--- src/rtl/vend_pkg.sv ---
// Shared types and constants for the vending session controller.
// Money is counted in Rs 5 units throughout.
package vend_pkg;
    typedef enum logic [2:0] {IDLE, COLLECT, VEND, REFUND, CHANGE} state_t;

    localparam int NUM_ITEMS = 4;
    localparam int CREDIT_W  = 4;

    localparam logic [CREDIT_W-1:0] FIVE = CREDIT_W'(1);
    localparam logic [CREDIT_W-1:0] TEN  = CREDIT_W'(2);

    localparam logic [NUM_ITEMS-1:0] ITEM1 = 4'b0001;
    localparam logic [NUM_ITEMS-1:0] ITEM2 = 4'b0010;
    localparam logic [NUM_ITEMS-1:0] ITEM3 = 4'b0100;
    localparam logic [NUM_ITEMS-1:0] ITEM4 = 4'b1000;
endpackage

--- src/rtl/vend_session_ctrl_if.sv ---
// Customer, coin-mech and hopper signals of one vending session.
interface vend_session_ctrl_if;
    import vend_pkg::*;

    logic [NUM_ITEMS-1:0] item_number;
    logic                 select_strobe;
    logic                 rupee_five_in;
    logic                 rupee_ten_in;
    logic                 cancel;
    logic                 restock;
    logic [NUM_ITEMS-1:0] restock_item;
    logic                 hopper_ack;
    logic                 dispense;
    logic [NUM_ITEMS-1:0] dispense_item;
    logic                 rupee_five_out;
    logic                 coin_reject;
    logic                 sold_out;
    logic                 busy;
    logic [CREDIT_W-1:0]  credit;

    modport master (
        output item_number, select_strobe, rupee_five_in, rupee_ten_in, cancel,
               restock, restock_item, hopper_ack,
        input  dispense, dispense_item, rupee_five_out, coin_reject, sold_out, busy, credit
    );

    modport slave (
        input  item_number, select_strobe, rupee_five_in, rupee_ten_in, cancel,
               restock, restock_item, hopper_ack,
        output dispense, dispense_item, rupee_five_out, coin_reject, sold_out, busy, credit
    );
endinterface

--- src/rtl/vend_stock_bank.sv ---
// Per-item stock counters: reload on restock, saturating decrement on sale.
module vend_stock_bank
    import vend_pkg::*;
#(
    parameter int STOCK_INIT = 8
) (
    input  logic                 clock,
    input  logic                 reset_n,
    input  logic [NUM_ITEMS-1:0] load,
    input  logic [NUM_ITEMS-1:0] dec,
    output logic [NUM_ITEMS-1:0] empty
);
    localparam int STOCK_W = $clog2(STOCK_INIT + 1);
    localparam logic [STOCK_W-1:0] INIT = STOCK_W'(STOCK_INIT);

    for (genvar i = 0; i < NUM_ITEMS; i++) begin : g_item
        logic [STOCK_W-1:0] cnt;

        always_ff @(posedge clock or negedge reset_n) begin
            if (!reset_n)
                cnt <= INIT;
            else if (load[i])
                cnt <= INIT;
            else if (dec[i] && cnt != '0)
                cnt <= cnt - 1'b1;
        end

        assign empty[i] = (cnt == '0);
    end
endmodule

--- src/rtl/vend_session_ctrl.sv ---
// One vending transaction: select, coin collection, dispense, change/refund via hopper.
// Moore outputs; credit is a single shared accumulator in Rs 5 units.
module vend_session_ctrl
    import vend_pkg::*;
#(
    parameter int PRICE1      = 4,
    parameter int PRICE2      = 5,
    parameter int PRICE3      = 6,
    parameter int PRICE4      = 7,
    parameter int STOCK_INIT  = 8,
    parameter int TIMEOUT_CYC = 1000
) (
    input logic               clock,
    input logic               reset_n,
    vend_session_ctrl_if.slave bus
);
    localparam int TMO_W = $clog2(TIMEOUT_CYC);
    localparam logic [TMO_W-1:0] TMO_LAST = TMO_W'(TIMEOUT_CYC - 1);

    state_t               state;
    logic [NUM_ITEMS-1:0] item;
    logic [CREDIT_W-1:0]  price;
    logic [CREDIT_W-1:0]  credit;
    logic [TMO_W-1:0]     tmo;

    logic                 coin;
    logic [CREDIT_W-1:0]  sum;
    logic [CREDIT_W-1:0]  sel_price;
    logic                 sel_ok;
    logic [NUM_ITEMS-1:0] stock_empty;
    logic [NUM_ITEMS-1:0] stock_load;
    logic [NUM_ITEMS-1:0] stock_dec;

    always_comb begin
        coin = bus.rupee_five_in | bus.rupee_ten_in;
        sum  = credit + (bus.rupee_five_in ? FIVE : '0) + (bus.rupee_ten_in ? TEN : '0);
        case (bus.item_number)
            ITEM2:   sel_price = CREDIT_W'(PRICE2);
            ITEM3:   sel_price = CREDIT_W'(PRICE3);
            ITEM4:   sel_price = CREDIT_W'(PRICE4);
            default: sel_price = CREDIT_W'(PRICE1);
        endcase
        sel_ok     = $onehot(bus.item_number) && ((bus.item_number & stock_empty) == '0);
        stock_load = (state == IDLE && bus.restock) ? bus.restock_item : '0;
        stock_dec  = (state == VEND) ? item : '0;
    end

    vend_stock_bank #(.STOCK_INIT(STOCK_INIT)) u_stock (
        .clock   (clock),
        .reset_n (reset_n),
        .load    (stock_load),
        .dec     (stock_dec),
        .empty   (stock_empty)
    );

    assign bus.credit = credit;

    always_ff @(posedge clock or negedge reset_n) begin
        if (!reset_n) begin
            state              <= IDLE;
            item               <= '0;
            price              <= '0;
            credit             <= '0;
            tmo                <= '0;
            bus.dispense       <= 1'b0;
            bus.dispense_item  <= '0;
            bus.rupee_five_out <= 1'b0;
            bus.coin_reject    <= 1'b0;
            bus.sold_out       <= 1'b0;
            bus.busy           <= 1'b0;
        end else begin
            bus.dispense      <= 1'b0;
            bus.dispense_item <= '0;
            bus.sold_out      <= 1'b0;
            bus.coin_reject   <= coin && (state != COLLECT);

            case (state)
                IDLE: begin
                    if (bus.select_strobe) begin
                        if (sel_ok) begin
                            item     <= bus.item_number;
                            price    <= sel_price;
                            tmo      <= '0;
                            state    <= COLLECT;
                            bus.busy <= 1'b1;
                        end else begin
                            bus.sold_out <= 1'b1;
                        end
                    end
                end
                COLLECT: begin
                    credit <= sum;
                    tmo    <= coin ? '0 : tmo + 1'b1;
                    // Reaching the price beats a simultaneous cancel or timeout.
                    if (sum >= price) begin
                        state             <= VEND;
                        bus.dispense      <= 1'b1;
                        bus.dispense_item <= item;
                    end else if (bus.cancel || (!coin && tmo == TMO_LAST)) begin
                        state <= REFUND;
                    end
                end
                VEND: begin
                    credit <= credit - price;
                    if (credit != price) begin
                        state              <= CHANGE;
                        bus.rupee_five_out <= 1'b1;
                    end else begin
                        state    <= IDLE;
                        bus.busy <= 1'b0;
                    end
                end
                REFUND: begin
                    if (credit != '0) begin
                        state              <= CHANGE;
                        bus.rupee_five_out <= 1'b1;
                    end else begin
                        state    <= IDLE;
                        bus.busy <= 1'b0;
                    end
                end
                CHANGE: begin
                    // No timeout here: a stalled hopper holds the request forever.
                    if (bus.rupee_five_out && bus.hopper_ack) begin
                        credit <= credit - 1'b1;
                        if (credit == CREDIT_W'(1)) begin
                            bus.rupee_five_out <= 1'b0;
                            state              <= IDLE;
                            bus.busy           <= 1'b0;
                        end
                    end
                end
                default: begin
                    state    <= IDLE;
                    bus.busy <= 1'b0;
                end
            endcase
        end
    end
endmodule
--- src/flat_wrapper.sv ---
// flat-port wrapper written by rule: the top's interface ports become plain ports
module vend_session_ctrl_flat import vend_pkg::*;
#(
    parameter int PRICE1      = 4,
    parameter int PRICE2      = 5,
    parameter int PRICE3      = 6,
    parameter int PRICE4      = 7,
    parameter int STOCK_INIT  = 8,
    parameter int TIMEOUT_CYC = 1000
)
  (clock, reset_n, bus_item_number, bus_select_strobe, bus_rupee_five_in, bus_rupee_ten_in, bus_cancel, bus_restock, bus_restock_item, bus_hopper_ack, bus_dispense, bus_dispense_item, bus_rupee_five_out, bus_coin_reject, bus_sold_out, bus_busy, bus_credit);
  vend_session_ctrl_if bus_i ();
  input logic clock;
  input logic reset_n;
  input wire logic [$bits(bus_i.item_number)-1:0] bus_item_number;
  input wire logic [$bits(bus_i.select_strobe)-1:0] bus_select_strobe;
  input wire logic [$bits(bus_i.rupee_five_in)-1:0] bus_rupee_five_in;
  input wire logic [$bits(bus_i.rupee_ten_in)-1:0] bus_rupee_ten_in;
  input wire logic [$bits(bus_i.cancel)-1:0] bus_cancel;
  input wire logic [$bits(bus_i.restock)-1:0] bus_restock;
  input wire logic [$bits(bus_i.restock_item)-1:0] bus_restock_item;
  input wire logic [$bits(bus_i.hopper_ack)-1:0] bus_hopper_ack;
  output wire logic [$bits(bus_i.dispense)-1:0] bus_dispense;
  output wire logic [$bits(bus_i.dispense_item)-1:0] bus_dispense_item;
  output wire logic [$bits(bus_i.rupee_five_out)-1:0] bus_rupee_five_out;
  output wire logic [$bits(bus_i.coin_reject)-1:0] bus_coin_reject;
  output wire logic [$bits(bus_i.sold_out)-1:0] bus_sold_out;
  output wire logic [$bits(bus_i.busy)-1:0] bus_busy;
  output wire logic [$bits(bus_i.credit)-1:0] bus_credit;
  assign bus_i.item_number = bus_item_number;
  assign bus_i.select_strobe = bus_select_strobe;
  assign bus_i.rupee_five_in = bus_rupee_five_in;
  assign bus_i.rupee_ten_in = bus_rupee_ten_in;
  assign bus_i.cancel = bus_cancel;
  assign bus_i.restock = bus_restock;
  assign bus_i.restock_item = bus_restock_item;
  assign bus_i.hopper_ack = bus_hopper_ack;
  assign bus_dispense = bus_i.dispense;
  assign bus_dispense_item = bus_i.dispense_item;
  assign bus_rupee_five_out = bus_i.rupee_five_out;
  assign bus_coin_reject = bus_i.coin_reject;
  assign bus_sold_out = bus_i.sold_out;
  assign bus_busy = bus_i.busy;
  assign bus_credit = bus_i.credit;
  vend_session_ctrl #(.PRICE1(PRICE1), .PRICE2(PRICE2), .PRICE3(PRICE3), .PRICE4(PRICE4), .STOCK_INIT(STOCK_INIT), .TIMEOUT_CYC(TIMEOUT_CYC)) u_core (.clock(clock), .reset_n(reset_n), .bus(bus_i));
endmodule
--- config.mk ---
export PLATFORM = sky130hd
export DESIGN_NAME = vend_session_ctrl_flat
export DESIGN_NICKNAME = d
export VERILOG_FILES = /design/src/rtl/vend_pkg.sv /design/src/rtl/vend_session_ctrl_if.sv /design/src/rtl/vend_stock_bank.sv /design/src/rtl/vend_session_ctrl.sv /design/src/flat_wrapper.sv
export SDC_FILE = /design/constraint.sdc
export NUM_CORES = 1
export LEC_CHECK = 0
export BUFFER_PORTS_ARGS = -buffer_cell sky130_fd_sc_hd__buf_2
export CAP_MARGIN = 10
export CORE_ASPECT_RATIO = 1.4
export CORE_MARGIN = 4
export CORE_UTILIZATION = 57
export DETAILED_ROUTE_END_ITERATION = 16
export PLACE_DENSITY = 0.78
export RECOVER_POWER = 100
export SLEW_MARGIN = 20
export SYNTH_ARGS = -nofsm -noshare
export SYNTH_HDL_FRONTEND = slang
export SYNTH_HIERARCHICAL = 1
export SYNTH_SLANG_ARGS = --single-unit
--- constraint.sdc ---
create_clock -name clock -period 2.9 [get_ports clock]
set_clock_uncertainty 0.05 [all_clocks]
set_input_delay 0.58 -clock clock [delete_from_list [all_inputs] [get_ports clock]]
set_output_delay 0.58 -clock clock [all_outputs]
set_load 0.03 [all_outputs]
# [Word-level counts from Yosys, hierarchy flattened]
# Index checks and enable logic that the tools add are counted.
[word_totals] ff_bits=50 in_bits=16 output_inout_bits=13 word_cells=132
[op_classes] n_addsub=12 order_cmp=1 eq_ne=21 mux=45 n_bitwise=3 n_reduce_logical=35
[op_table] op="two-way mux 4 bit" count=13
[op_table] op="two-way mux 10 bit" count=3
[op_table] op="two-way mux 3 bit" count=8
[op_table] op="logical NOT 4 bit" count=5
[op_table] op="one-hot mux 10 bit (2 select lines)" count=1
[op_table] op="nonzero test 4 bit" count=5
[op_table] op="subtractor 4 x 1 -> 4 bit (second input constant)" count=5
[op_table] op="one-hot mux 3 bit (5 select lines)" count=1
[op_table] op="two-way mux 1 bit" count=14
[op_table] op="one-hot mux 4 bit (3 select lines)" count=1
[op_table] op="adder 10 x 1 -> 10 bit (second input constant)" count=1
[op_table] op="== test 10 bit (second input constant)" count=1
[op_table] op="AND reduction 5 bit" count=2
[op_table] op="nonzero test 2 bit" count=5
[op_table] op="logical AND 1 bit" count=9
[op_table] op="adder 4 bit" count=2
[op_table] op="inequality test 2 x 1 -> 1 bit (second input constant)" count=4
[op_table] op="inequality test 2 bit (second input constant)" count=4
[op_table] op="AND reduction 7 bit" count=1
[op_table] op="== test 3 x 1 -> 1 bit (second input constant)" count=2
[op_table] op="== test 3 x 2 -> 1 bit (second input constant)" count=2
[op_table] op="inequality test 3 x 1 -> 1 bit (second input constant)" count=2
[op_table] op="one-hot mux 2 bit (3 select lines)" count=1
[op_table] op="AND reduction 3 bit" count=2
[op_table] op="other kinds (21)" count=23

# [Depth between registers and ports, before layout]
[depth] word_depth=7 depth_mapped=10 ltp_nobuf=9

# [By module]
# The synthesis kept the hierarchy.
[by_module_without_submodules] mod="vend_session_ctrl" instances=1 cells_per_inst=214 area_each_um2=2080.7 seq_area_each_um2=825.8
[by_module_without_submodules] mod="vend_stock_bank" instances=1 cells_per_inst=92 area_each_um2=920.9 seq_area_each_um2=405.4

# [Worst setup path after synthesis]
# No wires, ideal clock.
[synth_path] path_kind="input -> register" from="input bus_item_number[0]" to="register u_core.price[1]" setup_ps=132 arrival_time_ps=2455 required_time_ps=2718 setup_slack_ps=263 stages=10 n_path_buf=1 path_cell_list="inv_1 > fa_1 > inv_1 > ha_1 > ha_1 > nor3b_1 > nand4_1 > clkbuf_1 > nand2_1 > o21ai_1"
[synth_via] elab_chain_cells=5 elab_cells_between_ends=11 classes_between="2 x add/sub; 4 x eq/ne; 1 x mux; 1 x bitwise; 3 x reduce/logical"
[synth_lines] item="from (decl)" line="flat_wrapper.sv:15" text="input wire logic [$bits(bus_i.item_number)-1:0] bus_item_number;"
[synth_lines] item="adder 1 x 1 -> 2 bit (implied by the code)" line="vend_session_ctrl.sv:43" text="sel_ok = $onehot(bus.item_number) && ((bus.item_number & stock_empty) == '0);"
[synth_lines] item="adder 3 bit (implied by the code)" line="vend_session_ctrl.sv:43"
[synth_lines] item="== test 3 x 1 -> 1 bit" line="vend_session_ctrl.sv:43"
[synth_lines] item="logical AND 1 bit" line="vend_session_ctrl.sv:43"
[synth_lines] item="AND reduction 3 bit (no source line)"
[synth_lines] item="to (signal assigned)" line="vend_session_ctrl.sv:82" text="price <= sel_price;"
[synth_lines] item="to (decl)" line="vend_session_ctrl.sv:22" text="logic [CREDIT_W-1:0] price;"
# Parallel ways exist; a longest one is shown, timed or not.
# A chain may end at the register's enable or synchronous reset.

# [Worst setup path in the final report]
[layout_path] from="input bus_item_number[0]" to="register u_core.price[0]"
# The elaborated chain is that of the path after synthesis.

==> run summary <==
DETAILED ROUTING
-------------------------------------------------------------------------------------------------
Via count                                                                                    2438
Detail-routed via count per cell                                                             6.02
Pre-Repair DR Iteration Count                                                                   5
Wire length after detailed routing                                                        6320 µm
Number of routed nets with antenna violations                                                   0
Final routed DRC violation total                                                                0
First-iteration detailed-routing DRC count                                                    121
Avg WL per Cell                                                                           15.6 µm

CRITICAL PATH
-------------------------------------------------------------------------------------------------
Delay of the slowest cell on the worst path                                               0.54 ns
Data required time at the worst endpoint                                                  3.07 ns
Arrival time of data at the critical path endpoint                                        2.79 ns
Critical-path maximum fanout                                                                   11
Startpoint kind of the worst setup timing path                                         input port
Slowest stage cell, crit path                                                        sky130_fd_sc_hd__fa_1
Logic depth of the worst register-to-register path                                              4
Critical Setup Path Class                                                               in -> reg
Cell Chain, Critical Path                                                            buf_2 > inv_1 > fa_1 > inv_1 > ha_1 > ha_1 > nor3b_1 > nand4_1 > clkbuf_1 > o31ai_1
Critical Path Sink Type                                                                  register

GRT
-------------------------------------------------------------------------------------------------
Global-route wire length before repair                                                   11100 µm
Via count of the first global-routing pass                                                   2448
Antenna violations before repair                                                                0
Maximum number of pins on one net before global-route repair                                   28
Overflow after GRT                                                                              0
Combined global-route utilization of all metal layers                                       21.0%

STA
-------------------------------------------------------------------------------------------------
Final setup slack of the worst path                                                      0.286 ns
Final worst path period need                                                              2.61 ns
Maximum operating frequency                                                               383 MHz
Unrepaired setup endpoints after global routing                                                no
Setup Viol. Count Final                                                                         0
Count of final hold-check violations                                                            0
Count of final max-slew check failures                                                          0
Tightest Pin Transition                                                                   1.43 ns
Final worst path period share                                                               90.1%
Worst rel slew slack                                                                        4.95%

PLACEMENT
-------------------------------------------------------------------------------------------------
Routability congestion estimate from global placement                                       0.818
Number of buffers added on ports                                                               28
Setup slack after placement                                                            -0.0153 ns
Cell Count Post-Placement                                                                     397
Sum of net half-perimeters after detailed placement                                       4820 µm

CLOCKING
-------------------------------------------------------------------------------------------------
Cell at the root of the clock tree                                                   sky130_fd_sc_hd__clkbuf_8
Clock latency at the later pin of the worst-skew pair                                     0.31 ns
Clk slew on worst S/H paths                                                               0.10 ns
Total of hold buffers inserted after clock tree synthesis                                       0
Clock tree from TritonCTS                                                                     yes
CTS sink count                                                                                 49
Post-CTS setup buffer count                                                                     0
Post-CTS Resized                                                                                0
CTS H-Tree Depth                                                                                2
Total clock buffers created by CTS                                                              5
Max Root-Sink Buffers                                                                           2

LAYOUT
-------------------------------------------------------------------------------------------------
Area growth from synthesis to final layout                                                  9.63%
Final net count                                                                               381
Most frequent cells in the layout                                                    sky130_fd_sc_hd__dfrtp_1 (45), sky130_fd_sc_hd__ha_1 (24), sky130_fd_sc_hd__nor2_1 (23), sky130_fd_sc_hd__nand2_1 (23), sky130_fd_sc_hd__inv_1 (20)
Most common cell after layout, fill and taps aside                                   sky130_fd_sc_hd__dfrtp_1
Share of cells above drive strength 1                                                       13.0%
Utilization after layout                                                                    63.8%
Final standard cell count with taps included and fillers excluded                             405
Antenna diodes                                                                                  0

SYNTH
-------------------------------------------------------------------------------------------------
Largest family of logic cells by synthesized area                                    simple AND/OR/NAND/NOR gates
Cell taking the most area after synthesis                                            sky130_fd_sc_hd__dfrtp_1
Dominant register cell in the synthesized netlist                                    sky130_fd_sc_hd__dfrtp_1
Average cell area after synthesis                                                        9.81 µm²
Mux contribution to synthesized area                                                        3.71%
Synthesized area                                                                      0.00300 mm²
Part of the Yosys area used for sequential elements                                         41.0%
EDFF count, synth                                                                               0
Synth top area cells                                                                 sky130_fd_sc_hd__dfrtp_1 (38%), sky130_fd_sc_hd__ha_1 (10%), sky130_fd_sc_hd__dfstp_2 (3.5%)
FFs w/ async S/R, synth                                                                      100%
Count of synthesis-stage warnings from yosys                                                    6
Share of synthesized cell area in full adder, half adder and majority cells                 12.0%
Xor and xnor area share after synthesis                                                     1.17%
Number of storage elements in the synthesis netlist                                            49
Share of the synthesized area in the top cell type                                          37.5%
Synth Area in Simple Gates                                                                  22.5%
Post-synthesis compound-gate area fraction                                                  15.8%
Mapped Cells                                                                                  306
Number of distinct library cell variants in the gate-level netlist after synthesis             60
Post-Syn Nets                                                                                 349

FLOORPLAN
-------------------------------------------------------------------------------------------------
Horiz. Die Dim                                                                            69.3 µm
Die outline area                                                                      0.00651 mm²
Vertical die dimension                                                                    93.9 µm
# IOs                                                                                          29
CORE AREA                                                                             0.00516 mm²
Number of placement rows                                                                       31
Starting Density                                                                            58.2%

POWER
-------------------------------------------------------------------------------------------------
Clock network fraction of design power                                                      14.7%
Power density over the cells                                                           891 mW/mm²
Internal Pwr Total                                                                        1.63 mW
Maximum vdd drop                                                                         0.487 mV
Post-layout power                                                                         2.93 mW
Net Sw Frac                                                                                 44.3%
Combinational power share                                                                   46.9%
P_leak                                                                                    1.46 nW
Register share of total power                                                               38.4%
Switching component of the power                                                          1.30 mW

OUTCOME
-------------------------------------------------------------------------------------------------
Outcome                                                                                 completed

MIN PATH
-------------------------------------------------------------------------------------------------
Number of instances on the worst hold path                                                      1
Worst hold-check path type                                                             reg -> reg

JOB
-------------------------------------------------------------------------------------------------
Number of violations of the max-capacitance limit                                               0

## synth_stat cells (5+ instances only)
cell type                 number
sky130_fd_sc_hd__dfrtp_1      45
sky130_fd_sc_hd__a31oi_1       6
sky130_fd_sc_hd__and2_1        5
sky130_fd_sc_hd__a211o_1       5
sky130_fd_sc_hd__nor3b_1      10
sky130_fd_sc_hd__nor2b_1       6
sky130_fd_sc_hd__o21ai_1       6
sky130_fd_sc_hd__nand2_1      23
sky130_fd_sc_hd__nor2_1       23
sky130_fd_sc_hd__nor3_1        5
sky130_fd_sc_hd__nand3_1       6
sky130_fd_sc_hd__and3_1        8
sky130_fd_sc_hd__o21ai_0       6
sky130_fd_sc_hd__ha_1         24
sky130_fd_sc_hd__inv_1        20
sky130_fd_sc_hd__mux2_2        9
sky130_fd_sc_hd__buf_2         6
sky130_fd_sc_hd__a21oi_1      19
## kinds of logic after synthesis
group / after synthesis
XOR/XNOR: 4
AND/OR/NAND/NOR: 116
buffers and inverters: 28
multiplexers: 10
AO/OA/AOI/OAI: 72
flip-flops: 49
adder cells (fa/ha/maj): 27
## stage by stage
stage / instance area, µm² / setup TNS (ns) / hold slack [ns]
floorplan: 3000 / 0 / 0.234
global placement: 3240 / 0 / 0.392
detailed placement: 3240 / -0.0488 / 0.398
CTS: 3330 / 0 / 0.243
global route: 3290 / 0 / 0.442
finish: 3290 / 0 / 0.408
## power groups by stage
stage	sequential [mW]	combinational, mW	clock [mW]
2_1_floorplan	1.15	0.990	0
6_report	1.12	1.37	0.432
4_1_cts	1.12	1.43	0.441
5_1_grt	1.17	1.56	0.467
3_3_place_gp	1.13	1.37	0
3_5_place_dp	1.13	1.42	0
## registers in the layout, indices dropped and copies added, names as in the netlist
register	flops
u_core/bus.busy	1
u_core/bus.coin_reject	1
u_core/bus.credit	4
u_core/bus.dispense	1
u_core/bus.dispense_item	4
u_core/bus.rupee_five_out	1
u_core/bus.sold_out	1
u_core/item	4
u_core/price	3
u_core/state	3
u_core/tmo	10
u_core/u_stock/g_item.cnt	16
## area by class of cell
type / instances / area [µm²]
Clock inverter: 3 / 26.3
Clock buffer: 5 / 68.8
Tap cell: 66 / 82.6
Timing Repair Buffer: 33 / 158
Multi-Input combinational cell: 229 / 1650
Sequential cell: 49 / 1230
Fill cell: 455 / 1870
Inverter: 20 / 75.1
## metal layers
layer,routed length [µm],track usage (%),vias up
li1,-,-,1168
met1,2620,26.2,1187
met2,3210,36.1,75
met3,405,4.18,8
met4,87,7.65,0
met5,0,0,-
## worst paths after layout
check                                    from                              end  slack, ns
min reg2reg                     u_core/tmo[8]                    u_core/tmo[8]       0.41
max in group asynchronous             reset_n  u_core/u_stock/g_item[3].cnt[1]       0.58
max                        bus_item_number[0]                  u_core/price[0]       0.29
max reg2reg                   u_core/state[1]  u_core/u_stock/g_item[0].cnt[3]       0.40
min                             u_core/tmo[8]                    u_core/tmo[8]       0.41
min in group asynchronous             reset_n             u_core/bus.credit[3]       0.54
## critical path, delay by kind of cell
| family | cells | cell delay [ns] |
|---|---|---|
| AOI/OAI and AO/OA | 1 | 0.26 |
| adders and majority gates | 3 | 0.99 |
| and+or+nand+nor | 2 | 0.50 |
| buffers and inverters | 4 | 0.46 |
(Power assumes the default switching activity.)
